$ cat src/rtl/ram2_ctrl_if.sv
// RAM2 array port bundle: the controller drives address, data and strobes,
// and the array returns combinational read data.
interface ram2_ctrl_if #(
  parameter int ADDR_W = 16,
  parameter int DATA_W = 16
);
  logic [ADDR_W-1:0] ram_addr;
  logic [DATA_W-1:0] ram_wdata;
  logic [DATA_W-1:0] ram_rdata;
  logic              ram_re;
  logic              ram_we;

  modport master (
    output ram_addr,
    output ram_wdata,
    output ram_re,
    output ram_we,
    input  ram_rdata
  );

  modport slave (
    input  ram_addr,
    input  ram_wdata,
    input  ram_re,
    input  ram_we,
    output ram_rdata
  );
endinterface

$ cat src/rtl/ram2_ctrl.sv
// Single-port RAM2 access controller: arbitrates IF fetches and MEM loads/stores
// onto one port. Optional RAM2_INST_BYPASS_EN forwards stores into a held if_inst.
module ram2_ctrl #(
  parameter int ADDR_W      = 16,
  parameter int DATA_W      = 16,
  parameter int WAIT_CYCLES = 1
) (
  input  logic              clk,
  input  logic              rst,
  input  logic              if_req,
  input  logic [ADDR_W-1:0] if_pc,
  output logic [DATA_W-1:0] if_inst,
  input  logic              mem_ce,
  input  logic              mem_re,
  input  logic              mem_we,
  input  logic [ADDR_W-1:0] mem_addr,
  input  logic [DATA_W-1:0] mem_wdata,
  output logic [DATA_W-1:0] mem_rdata,
  output logic              stall_o,
  output logic [1:0]        state_o,
  ram2_ctrl_if.master       ram
);

  typedef enum logic [1:0] {IDLE, FETCH, MEM_RD, MEM_WR} state_t;

  state_t            state_q, state_d;
  logic [2:0]        cnt_q, cnt_d;
  logic              inst_rdy_q, inst_rdy_d;
  logic              mem_rdy_q, mem_rdy_d;
  logic [DATA_W-1:0] if_inst_q, if_inst_d;
  logic [DATA_W-1:0] mem_rdata_q, mem_rdata_d;
  logic [ADDR_W-1:0] ram_addr_q, ram_addr_d;
  logic [DATA_W-1:0] ram_wdata_q, ram_wdata_d;
  logic              ram_re_q, ram_re_d;
  logic              ram_we_q, ram_we_d;

  logic mem_pend, if_pend;

  assign mem_pend = mem_ce & (mem_re | mem_we) & ~mem_rdy_q;
  assign if_pend  = if_req & ~inst_rdy_q;
  assign stall_o  = mem_pend | if_pend;

  always_comb begin
    state_d     = state_q;
    cnt_d       = cnt_q;
    inst_rdy_d  = inst_rdy_q;
    mem_rdy_d   = mem_rdy_q;
    if_inst_d   = if_inst_q;
    mem_rdata_d = mem_rdata_q;
    ram_addr_d  = ram_addr_q;
    ram_wdata_d = ram_wdata_q;
    ram_re_d    = ram_re_q;
    ram_we_d    = ram_we_q;

    // Pipeline advanced: results have been consumed.
    if (!stall_o) begin
      inst_rdy_d = 1'b0;
      mem_rdy_d  = 1'b0;
    end

    case (state_q)
      IDLE: begin
        if (mem_pend) begin
          state_d     = mem_we ? MEM_WR : MEM_RD;
          ram_addr_d  = mem_addr;
          ram_wdata_d = mem_wdata;
          ram_re_d    = ~mem_we;
          ram_we_d    = mem_we;
          cnt_d       = 3'(WAIT_CYCLES);
        end else if (if_pend) begin
          state_d    = FETCH;
          ram_addr_d = if_pc;
          ram_re_d   = 1'b1;
          cnt_d      = 3'(WAIT_CYCLES);
        end
      end
      default: begin
        if (cnt_q != 3'd0) begin
          cnt_d = cnt_q - 3'd1;
        end else begin
          state_d  = IDLE;
          ram_re_d = 1'b0;
          ram_we_d = 1'b0;
          case (state_q)
            FETCH: begin
              if_inst_d  = ram.ram_rdata;
              inst_rdy_d = 1'b1;
            end
            MEM_RD: begin
              mem_rdata_d = ram.ram_rdata;
              mem_rdy_d   = 1'b1;
            end
            default: begin
              mem_rdy_d = 1'b1;
`ifdef RAM2_INST_BYPASS_EN
              // Latched store address/data equal the MEM inputs held under stall.
              if (inst_rdy_q && (ram_addr_q == if_pc)) if_inst_d = ram_wdata_q;
`endif
            end
          endcase
        end
      end
    endcase
  end

  always_ff @(posedge clk or posedge rst) begin
    if (rst) begin
      state_q     <= IDLE;
      cnt_q       <= 3'd0;
      inst_rdy_q  <= 1'b0;
      mem_rdy_q   <= 1'b0;
      if_inst_q   <= '0;
      mem_rdata_q <= '0;
      ram_addr_q  <= '0;
      ram_wdata_q <= '0;
      ram_re_q    <= 1'b0;
      ram_we_q    <= 1'b0;
    end else begin
      state_q     <= state_d;
      cnt_q       <= cnt_d;
      inst_rdy_q  <= inst_rdy_d;
      mem_rdy_q   <= mem_rdy_d;
      if_inst_q   <= if_inst_d;
      mem_rdata_q <= mem_rdata_d;
      ram_addr_q  <= ram_addr_d;
      ram_wdata_q <= ram_wdata_d;
      ram_re_q    <= ram_re_d;
      ram_we_q    <= ram_we_d;
    end
  end

  assign if_inst       = if_inst_q;
  assign mem_rdata     = mem_rdata_q;
  assign state_o       = state_q;
  assign ram.ram_addr  = ram_addr_q;
  assign ram.ram_wdata = ram_wdata_q;
  assign ram.ram_re    = ram_re_q;
  assign ram.ram_we    = ram_we_q;

endmodule

$ cat src/flat_wrapper.sv
// flat-port wrapper written by rule: the top's interface ports become plain ports
module ram2_ctrl_flat 
#(
  parameter int ADDR_W      = 16,
  parameter int DATA_W      = 16,
  parameter int WAIT_CYCLES = 1
)
  (clk, rst, if_req, if_pc, if_inst, mem_ce, mem_re, mem_we, mem_addr, mem_wdata, mem_rdata, stall_o, state_o, ram_ram_addr, ram_ram_wdata, ram_ram_re, ram_ram_we, ram_ram_rdata);
  ram2_ctrl_if #(.ADDR_W(ADDR_W), .DATA_W(DATA_W)) ram_i ();
  input  logic clk;
  input  logic rst;
  input  logic if_req;
  input  logic [ADDR_W-1:0] if_pc;
  output logic [DATA_W-1:0] if_inst;
  input  logic mem_ce;
  input  logic mem_re;
  input  logic mem_we;
  input  logic [ADDR_W-1:0] mem_addr;
  input  logic [DATA_W-1:0] mem_wdata;
  output logic [DATA_W-1:0] mem_rdata;
  output logic stall_o;
  output logic [1:0] state_o;
  output wire logic [$bits(ram_i.ram_addr)-1:0] ram_ram_addr;
  output wire logic [$bits(ram_i.ram_wdata)-1:0] ram_ram_wdata;
  output wire logic [$bits(ram_i.ram_re)-1:0] ram_ram_re;
  output wire logic [$bits(ram_i.ram_we)-1:0] ram_ram_we;
  input wire logic [$bits(ram_i.ram_rdata)-1:0] ram_ram_rdata;
  assign ram_ram_addr = ram_i.ram_addr;
  assign ram_ram_wdata = ram_i.ram_wdata;
  assign ram_ram_re = ram_i.ram_re;
  assign ram_ram_we = ram_i.ram_we;
  assign ram_i.ram_rdata = ram_ram_rdata;
  ram2_ctrl #(.ADDR_W(ADDR_W), .DATA_W(DATA_W), .WAIT_CYCLES(WAIT_CYCLES)) u_core (.clk(clk), .rst(rst), .if_req(if_req), .if_pc(if_pc), .if_inst(if_inst), .mem_ce(mem_ce), .mem_re(mem_re), .mem_we(mem_we), .mem_addr(mem_addr), .mem_wdata(mem_wdata), .mem_rdata(mem_rdata), .stall_o(stall_o), .state_o(state_o), .ram(ram_i));
endmodule
$ cat config.mk
export PLATFORM = sky130hd
export DESIGN_NAME = ram2_ctrl_flat
export DESIGN_NICKNAME = d
export VERILOG_FILES = /design/src/rtl/ram2_ctrl_if.sv /design/src/rtl/ram2_ctrl.sv /design/src/flat_wrapper.sv
export SDC_FILE = /design/constraint.sdc
export NUM_CORES = 1
export LEC_CHECK = 0
export ABC_AREA = 1
export ABC_CLOCK_PERIOD_IN_PS = 4500
export CAP_MARGIN = 10
export CORE_ASPECT_RATIO = 0.9
export CORE_MARGIN = 8
export CORE_UTILIZATION = 38
export DETAILED_ROUTE_END_ITERATION = 6
export PLACE_DENSITY = 0.73
export SLEW_MARGIN = 20
export SYNTH_ARGS = -nofsm -noshare
export SYNTH_HDL_FRONTEND = slang
export SYNTH_SLANG_ARGS = --single-unit
export TNS_END_PERCENT = 100
$ cat constraint.sdc
create_clock -name clk -period 4.5 [get_ports clk]
set_clock_uncertainty 0.05 [all_clocks]
set_input_delay 0.45 -clock clk [delete_from_list [all_inputs] [get_ports clk]]
set_output_delay 0.45 -clock clk [all_outputs]
set_load 0.05 [all_outputs]
[After elaboration in Yosys (flattened, before gate mapping)]
Index checks and enable logic that the tools add are counted.
Word-level totals
  latch bits: 0
  output and inout bits: 69
  bits of input ports: 70
  bits in writable memories: 0
  memory bits (read-only): 0
  word-level logic and storage cells: 62
  register bits after elaboration: 73
  memories kept: 0
Operators by class
  reductions and logical operators: 11
  add/subtract/negate cells: 1
  $lt $le $gt $ge: 0
  eq/ne operators: 5
  div/mod/pow operators: 0
  bitwise operators: 10
  shifts and indexed selects: 0
  $mul: 0
  multiplexer cells: 25
Operators with widths (count)
  $mux W16: 2
  $mux W1: 15
  $mux W3: 4
  $reduce_and A2 Y1: 5
  $mux W2: 4
  $reduce_and A3 Y1: 2
  $not A1 Y1: 5
  $reduce_bool A2 Y1: 2
  $and A1 B1 Y1: 3
  $ne A3 B1 Y1 const B: 1
  $reduce_bool A3 Y1: 1
  $sub A3 B1 Y3 const B: 1
  $eq A2 B1 Y1 const B: 1
  $eq A2 B2 Y1 const B: 1
  $logic_not A2 Y1: 1
  $ne A2 B1 Y1 const B: 1
  $ne A2 B2 Y1 const B: 1
  $or A1 B1 Y1: 2

[Depth between registers and ports, before layout]
Gate-level depths: netlist (run 1).
  depth in word-level cells: 8
  gate-level depth with buffers: 9

[Worst setup path before layout (run 1)]
Ideal clock, no wire load.
  path kind: reg-to-reg
  start: register u_core.state_q[1], in the netlist u_core.state_o[1]
  end: register u_core.state_q[0], in the netlist u_core.state_o[0]
  stages on the path, launching flop included: 8
  setup time: 0.120 ns
  path slack: 2.965 ns
  data required time: 4.330 ns
  period minus slack after synthesis: 1.535 ns
  path buffers: 0
  data arrival time: 1.365 ns
  cells stage by stage: dfrtp_1 inv_1 nand2_1 nor2_1 nand2_1 nand2_1 nand2_1 nand2_1
Between the ends
  longest elaborated chain between the ends: 3
  elaborated cells on any way between the ends: 5
  those cells by class: eq/ne (2); mux (1); reduce/logical (2)
Ends and longest elaborated chain
  from (decl): line ram2_ctrl.sv:26  | state_t state_q, state_d;
  from (signal assigned): line ram2_ctrl.sv:119  | state_q <= state_d;
  $logic_not A2 Y1 (*): line ram2_ctrl.sv:61  | case (state_q)
  $ne A3 B1 Y1 (no line) or $ne A2 B2 Y1 (tied branches)
  $reduce_and A2 Y1 (no line)
Every way passes the cells marked *; elsewhere a longest branch is shown, timed or not.
A chain may end at the register's enable or synchronous reset.

[Worst setup path in the final report (run 1)]
  start: input mem_ce
  end: output stall_o
Between the ends
  longest elaborated chain between the ends: 3
Ends and longest elaborated chain
  from (decl): line flat_wrapper.sv:15  | input logic mem_ce;
  $and A1 B1 Y1 (2 in series): line ram2_ctrl.sv:39  | assign mem_pend = mem_ce & (mem_re | mem_we) & ~mem_rdy_q;
  $or A1 B1 Y1: line ram2_ctrl.sv:41  | assign stall_o = mem_pend | if_pend;
  to (decl): line flat_wrapper.sv:21  | output logic stall_o;
No other way between the ends.

==> results of run 1 <==
## layout by cell type (no fill, tap or decap), drive strengths merged
cell type,synthesis,final
dfrtp,73,73
inv,30,31
nand3,27,27
ha,2,2
nor2,8,8
o21ai,34,34
clkinv,0,2
nand2,186,186
clkdlybuf4s50,0,138
clkinvlp,0,2
clkbuf,2,9
a21oi,1,1
buf,12,1
bufinv,0,2
## routing by layer
| layer | share of wire, % | routed length, um | vias up | global-route usage (%) |
|---|---|---|---|---|
| met5 | 0 | 0 | - | 0 |
| met4 | 1.5 | 138 | 0 | 4.703 |
| met3 | 7.9 | 724 | 11 | 6.268 |
| met2 | 47 | 4316 | 96 | 26.06 |
| met1 | 43 | 3949 | 1325 | 19.20 |
| li1 | - | - | 1429 | - |
## how the worst min path moves through the flow
| stage | depth (start not counted) | from | endpoint | slack, ns |
|---|---|---|---|---|
| floorplan | 2 | u_core.cnt_q[1] | u_core.cnt_q[1] | 0.39 |
| global placement | 2 | u_core.cnt_q[1] | u_core.cnt_q[1] | 0.41 |
| detailed placement | 2 | u_core.cnt_q[1] | u_core.cnt_q[1] | 0.41 |
| CTS | 2 | u_core.cnt_q[1] | u_core.cnt_q[1] | 0.43 |
| global route | 2 | u_core.ram.ram_wdata[9] | u_core.ram.ram_wdata[9] | 0.44 |
| finish | 2 | u_core.ram.ram_addr[9] | u_core.ram.ram_addr[9] | 0.43 |
## kinds of logic (layout without fill, tap and decap cells)
kind of cell	Yosys count	count (layout)	synth area share, %
AO/OA/AOI/OAI	35	35	5.795
flip-flops	73	73	56.79
buffers and inverters	44	185	6.728
AND/OR/NAND/NOR	221	221	29.91
adder cells (fa/ha/maj)	2	2	0.7778
## sequential cells by signal (all words and copies together) (netlist names)
register / count
u_core.ram.ram_addr: 16
u_core.inst_rdy_q: 1
u_core.ram.ram_wdata: 16
u_core.mem_rdata: 16
u_core.state_o: 2
u_core.mem_rdy_q: 1
u_core.cnt_q: 3
u_core.ram.ram_re: 1
u_core.if_inst: 16
u_core.ram.ram_we: 1
## worst min-delay path, cell delays in order, from the launching register on
cell	delay (ns)
sky130_fd_sc_hd__dfrtp_1	0.35
sky130_fd_sc_hd__nand2_1	0.05
sky130_fd_sc_hd__nand2_1	0.05
## power breakdown
| part | total (mW) | internal (mW) | leakage [nW] | switching (mW) |
|---|---|---|---|---|
| Combinational | 2.45 | 0.766 | 1.39 | 1.68 |
| Sequential | 1.16 | 0.975 | 0.900 | 0.185 |
| Clock | 0.584 | 0.317 | 0.106 | 0.268 |
## Yosys cell counts, drive strengths merged
library cell,count,area [um2]
a21oi,1,16.27
buf,12,92.58
clkbuf,2,8.750
dfrtp,73,1827
ha,2,25.02
inv,30,115.1
nand2,186,762.0
nand3,27,152.7
nor2,8,47.55
o21ai,34,170.2
## cell type report
cell class	count	share of cell area, %
well taps	102	2.627
clock inverters	7	2.086
flip-flops and latches	73	37.60
repair buffers	139	28.59
clock buffers	9	2.550
inverters	30	2.395
multi-input cells	258	24.16
==> run summary, run 1 <==
Relative max-transition margin -> 28.81%
Count of pins over their slew limit -> 0
Share of cells above drive strength 1 -> 8.140%
Count of final setup violators -> 0
Total wire length after detailed routing -> 9128 um
Sequential fraction of the synthesis area -> 56.79%
Reg-to-reg setup timing slack -> 2.16 ns
Distinct cell type count of the synthesized netlist -> 24
H-tree depth -> 3
Post-CTS setup buffer count -> 0
TritonCTS clock tree -> done
Non-Filler Instances -> 618
Wire length of the first global-routing pass -> 14800 um
Final Util -> 57.78%
Launching element of the worst setup path -> mem_ce
Area of the multi-input gates -> 0.001174 mm2
Fin crit period -> 3.136 ns
Post-Syn Area per Cell -> 8.578 um2
Setup TNS after final layout -> 0 ns
Starting utilization of the core area -> 38.26%
Worst flop-to-flop path startpoint -> u_core.cnt_q[0]
Number of hold-repair buffers added at the cts stage -> 0
Routed Antenna Nets -> 0
Total global routing track utilization -> 15.92%
Critical path start-end classification -> input port to output port
Clock-pin slew reported for the worst setup and hold paths after clock tree synthesis -> 0.08 ns
Stages on worst setup path -> 6
Data arrival time of the critical path -> 2.64 ns
Worst IR drop on VDD -> 0.4353 mV
Layout overhead on the synthesized area -> 51.03%
Worst path max stage delay -> 0.83 ns
First-pass iteration count of the detailed router -> 4
CP Capture Point -> stall_o
Status -> completed
Register Area -> 0.001827 mm2
Portion of the clock cycle consumed by the worst path in the final layout -> 69.69%
Design Area, Final -> 0.004858 mm2
Vias in the first global route -> 2926
Number of maximum-capacitance violations -> 0
Chain of cells forming the critical path -> clkdlybuf4s50_1 -> inv_1 -> nor2_4 -> nand2_4 -> nand2_4 -> clkdlybuf4s50_1
Capture instance of the worst register-to-register path -> u_core.mem_rdata[11]
I/O pin total -> 139
Routed vias -> 2861
Cell area after placement -> 0.004632 mm2
Final setup slack of the worst path -> 1.364 ns
Clock latency of the later-clocked register in the worst-skew pair -> 0.35 ns
Pin count of the biggest net entering global routing -> 49
Mean routed wirelength per cell -> 14.77 um
Antenna Cells -> 0
Pre-CTS setup slack -> 1.379 ns
Number of nets produced by synthesis -> 447
Number of synthesized register bits -> 73
Endpoint type of the worst setup path -> output port
Fmax -> 0.3189 GHz
Slowest cell on crit path -> sky130_fd_sc_hd__clkdlybuf4s50_1
Buf/Inv on CP -> 3
# rows -> 32
Height of the die -> 103.3 um
GRT Residual Overflow -> 0
CP Data Required Time -> 4.00 ns
Placeable core region -> 0.008408 mm2
Chip width -> 113.0 um
Power, Total -> 4.192 mW
Slew of the pin with the lowest slew margin -> 1.065 ns
Antenna violations before repair -> 0
Residual DRC -> 0
Synthesized cell area -> 0.003217 mm2
Cell at the root of the clock tree -> sky130_fd_sc_hd__clkbuf_8
Number of cells on the worst reg-to-reg path -> 6
Cells after DPL -> 602
Area of the die -> 0.01167 mm2
Drt via density -> 4.629
Type of the most critical hold path -> flop to flop
Number of cells upsized or downsized after cts -> 0
Ys Warns -> 0
Setup repair after global routing missed its margin -> false
Number of buffers on the longest clock path -> 2
Standby leakage power -> 2.399 nW
Hold violation total from the final report -> 0
Startpoint type of the worst setup path -> input port
Clock buffers created by TritonCTS -> 9
Cell family contributing the most delay on the critical path -> buffers and inverters
Power density relative to cell area -> 862.8 mW/mm2
Post-Route Hold Slack -> 0.4299 ns
Clock tree sinks -> 73
Post-Synthesis Cells -> 375
First DRT Iteration DRCs -> 101
Fillers -> 748
Number of nets in the layout -> 583
Crit-path max FO -> 20
Number of buffer cells added on primary ports -> 138
Routability-driven placement congestion ratio -> 0.7892
Placed wire-length estimate -> 6613 um
(Power assumes the default switching activity.)
==> run 2: changes to the inputs <==
Settings changed: ABC_CLOCK_PERIOD_IN_PS 4500 to 2700, PLACE_DENSITY 0.73 to 0.76.
Clock period 4.5 ns to 2.7 ns, I/O delays scaled along.
==> run 2 against run 1 <==
The flow now finishes with violations (design-rule violations). Critical path depth unchanged. Critical endpoint unchanged. Die area unchanged. Sequential cell count unchanged. Worst setup slack got worse by 0.79 ns. Core utilization increased by 0.64 points. Total power increased by 69%. Cell count increased by 0.16%. Largest power group unchanged. Worst hold slack got worse by 0.12 ns. Combinational power increased by 67%. First-iteration DRC count increased by 46%. Global-route usage about the same.
==> run summary, run 2 (same netlist as run 1, synthesis figures left out) <==
# rows -> 32 (unchanged)
H-tree depth -> 3 (unchanged)
Drt via density -> 4.635 (+0.12%)
Mean routed wirelength per cell -> 14.62 um (-1.0%)
Routability-driven placement congestion ratio -> 0.8052 (+2.0%)
Placed wire-length estimate -> 6694 um (+1.2%)
Type of the most critical hold path -> input port to async pin
Wire length of the first global-routing pass -> 14900 um (+0.66%)
Number of buffers on the longest clock path -> 2 (unchanged)
Placeable core region -> 0.008408 mm2 (unchanged)
Pre-CTS setup slack -> 0.4550 ns (-0.9241 ns)
Fillers -> 748 (unchanged)
Non-Filler Instances -> 619 (+0.16%)
Setup TNS after final layout -> 0 ns (unchanged)
Relative max-transition margin -> 53.16% (+24 points)
Clock latency of the later-clocked register in the worst-skew pair -> 0.33 ns (-0.02 ns)
Fmax -> 0.4703 GHz
Capture instance of the worst register-to-register path -> u_core.if_inst[3]
Area of the die -> 0.01167 mm2 (unchanged)
Data arrival time of the critical path -> 1.81 ns (-0.83 ns)
Starting utilization of the core area -> 38.26% (unchanged)
Setup repair after global routing missed its margin -> false
I/O pin total -> 139 (unchanged)
Cells after DPL -> 603 (+0.17%)
Clock-pin slew reported for the worst setup and hold paths after clock tree synthesis -> 0.08 ns (about the same)
Slowest cell on crit path -> sky130_fd_sc_hd__clkdlybuf4s50_1
Routed Antenna Nets -> 0 (unchanged)
Number of buffer cells added on primary ports -> 138 (unchanged)
Leading cell type in the layout, fill and taps excluded -> sky130_fd_sc_hd__nand2_1
Routed vias -> 2869 (+0.28%)
Chip width -> 113.0 um (unchanged)
Clock tree sinks -> 73 (unchanged)
Antenna Cells -> 0 (unchanged)
Pin count of the biggest net entering global routing -> 42 (-14%)
Number of cells on the worst reg-to-reg path -> 6 (unchanged)
Buf/Inv on CP -> 3 (unchanged)
Endpoint type of the worst setup path -> output port
Portion of the clock cycle consumed by the worst path in the final layout -> 78.75%
Number of cells upsized or downsized after cts -> 0 (unchanged)
CP most frequent cell -> sky130_fd_sc_hd__nand2_4
Residual DRC -> 10 (+10)
Antenna violations before repair -> 0 (unchanged)
Final setup slack of the worst path -> 0.5737 ns (-0.7904 ns)
Worst flop-to-flop path startpoint -> u_core.cnt_q[0]
Total global routing track utilization -> 15.97% (+0.045 points)
CP Data Required Time -> 2.38 ns (-1.62 ns)
Number of hold-repair buffers added at the cts stage -> 0 (unchanged)
Total wire length after detailed routing -> 9048 um (-0.88%)
Layout overhead on the synthesized area -> 52.70%
TritonCTS clock tree -> done
Crit-path max FO -> 20 (unchanged)
Clock buffers created by TritonCTS -> 9 (unchanged)
Worst IR drop on VDD -> 0.9216 mV (+110%)
CP Capture Point -> stall_o
Standby leakage power -> 2.435 nW (+1.5%)
Startpoint type of the worst setup path -> input port
Number of nets in the layout -> 584 (+0.17%)
Cell family contributing the most delay on the critical path -> simple AND/OR/NAND/NOR gates
Worst path max stage delay -> 0.46 ns (-0.37 ns)
Power density relative to cell area -> 1443 mW/mm2 (+67%)
Count of pins over their slew limit -> 0 (unchanged)
Chain of cells forming the critical path -> clkdlybuf4s50_1 -> inv_1 -> nor2_4 -> nand2_4 -> nand2_4 -> buf_12
Share of cells above drive strength 1 -> 8.511% (+0.37 points)
Count of final setup violators -> 0 (unchanged)
Slew of the pin with the lowest slew margin -> 0.7016 ns (-0.3632 ns)
Cell at the root of the clock tree -> sky130_fd_sc_hd__clkbuf_8
Status -> finished with violations
GRT Residual Overflow -> 0 (unchanged)
Post-CTS setup buffer count -> 0 (unchanged)
Vias in the first global route -> 2956 (+1.0%)
Number of maximum-capacitance violations -> 0 (unchanged)
First-pass iteration count of the detailed router -> 7 (+3)
Fin crit period -> 2.126 ns
Stages on worst setup path -> 6 (unchanged)
First DRT Iteration DRCs -> 147 (+46%)
Launching element of the worst setup path -> mem_ce
Reg-to-reg setup timing slack -> 0.75 ns (-1.41 ns)
Violations in the final reports -> design-rule violations
Post-Route Hold Slack -> 0.3093 ns (-0.1207 ns)
Critical path start-end classification -> input port to output port
Commonest cells after routing, fill and taps aside -> sky130_fd_sc_hd__nand2_1, sky130_fd_sc_hd__clkdlybuf4s50_1, sky130_fd_sc_hd__dfrtp_1
Height of the die -> 103.3 um (unchanged)
Hold violation total from the final report -> 0 (unchanged)
-- run 2: cell count changes in the layout (fill, tap and decap cells not counted), sizes merged --
cell           delta
clkinvlp          -2
clkdlybuf4s50     -1
inv               +1
bufinv            +1
buf               +2
-- run 2: worst min path at each step --
stage / endpoint / slack, ns / depth (start not counted)
6_report: u_core.mem_rdata[15] / 0.31 / 2
5_1_grt: u_core.if_inst[1] / 0.37 / 2
4_1_cts: u_core.if_inst[0] / 0.31 / 2
3_5_place_dp: u_core.ram.ram_re / 0.41 / 2
3_3_place_gp: u_core.cnt_q[1] / 0.41 / 2
2_1_floorplan: u_core.ram.ram_wdata[0] / 0.32 / 2
-- run 2: power by group --
part	leakage (nW)	switching [mW]	total [mW]	internal [mW]
Sequential	0.900	0.316	1.94	1.63
Clock	0.127	0.435	1.06	0.627
Combinational	1.41	2.80	4.08	1.29
Total	2.43	3.55	7.09	3.54
-- run 2: layout make-up --
class	instances	area, um2	area share, %
inverter	30	115.1	2.343
timing repair buffer	140	1419	28.88
sequential	73	1827	37.19
clock inverter	7	126.4	2.573
tap	102	127.6	2.598
clock buffer	9	123.9	2.522
multi-input combinational	258	1174	23.89
-- run 2: routing by layer --
layer | vias up | part of all wire, % | GRT usage [%]
li1 | 1434 | - | -
met1 | 1311 | 43 | 19.39
met2 | 112 | 47 | 25.83
met3 | 12 | 7.7 | 5.688
met4 | 0 | 1.6 | 6.033
met5 | - | 0 | 0
-- run 2: through the flow --
| step | instance area (um2) | power (mW) | util, % |
|---|---|---|---|
| 5_1_grt | 4912 | 7.512 | 58.42 |
| 6_report | 4912 | 7.087 | 58.42 |
| 3_3_place_gp | 4662 | 5.996 | 55.45 |
| 2_1_floorplan | 3217 | 4.668 | - |
| 4_1_cts | 4912 | 7.168 | 58.42 |
| 3_5_place_dp | 4662 | 6.075 | 55.45 |
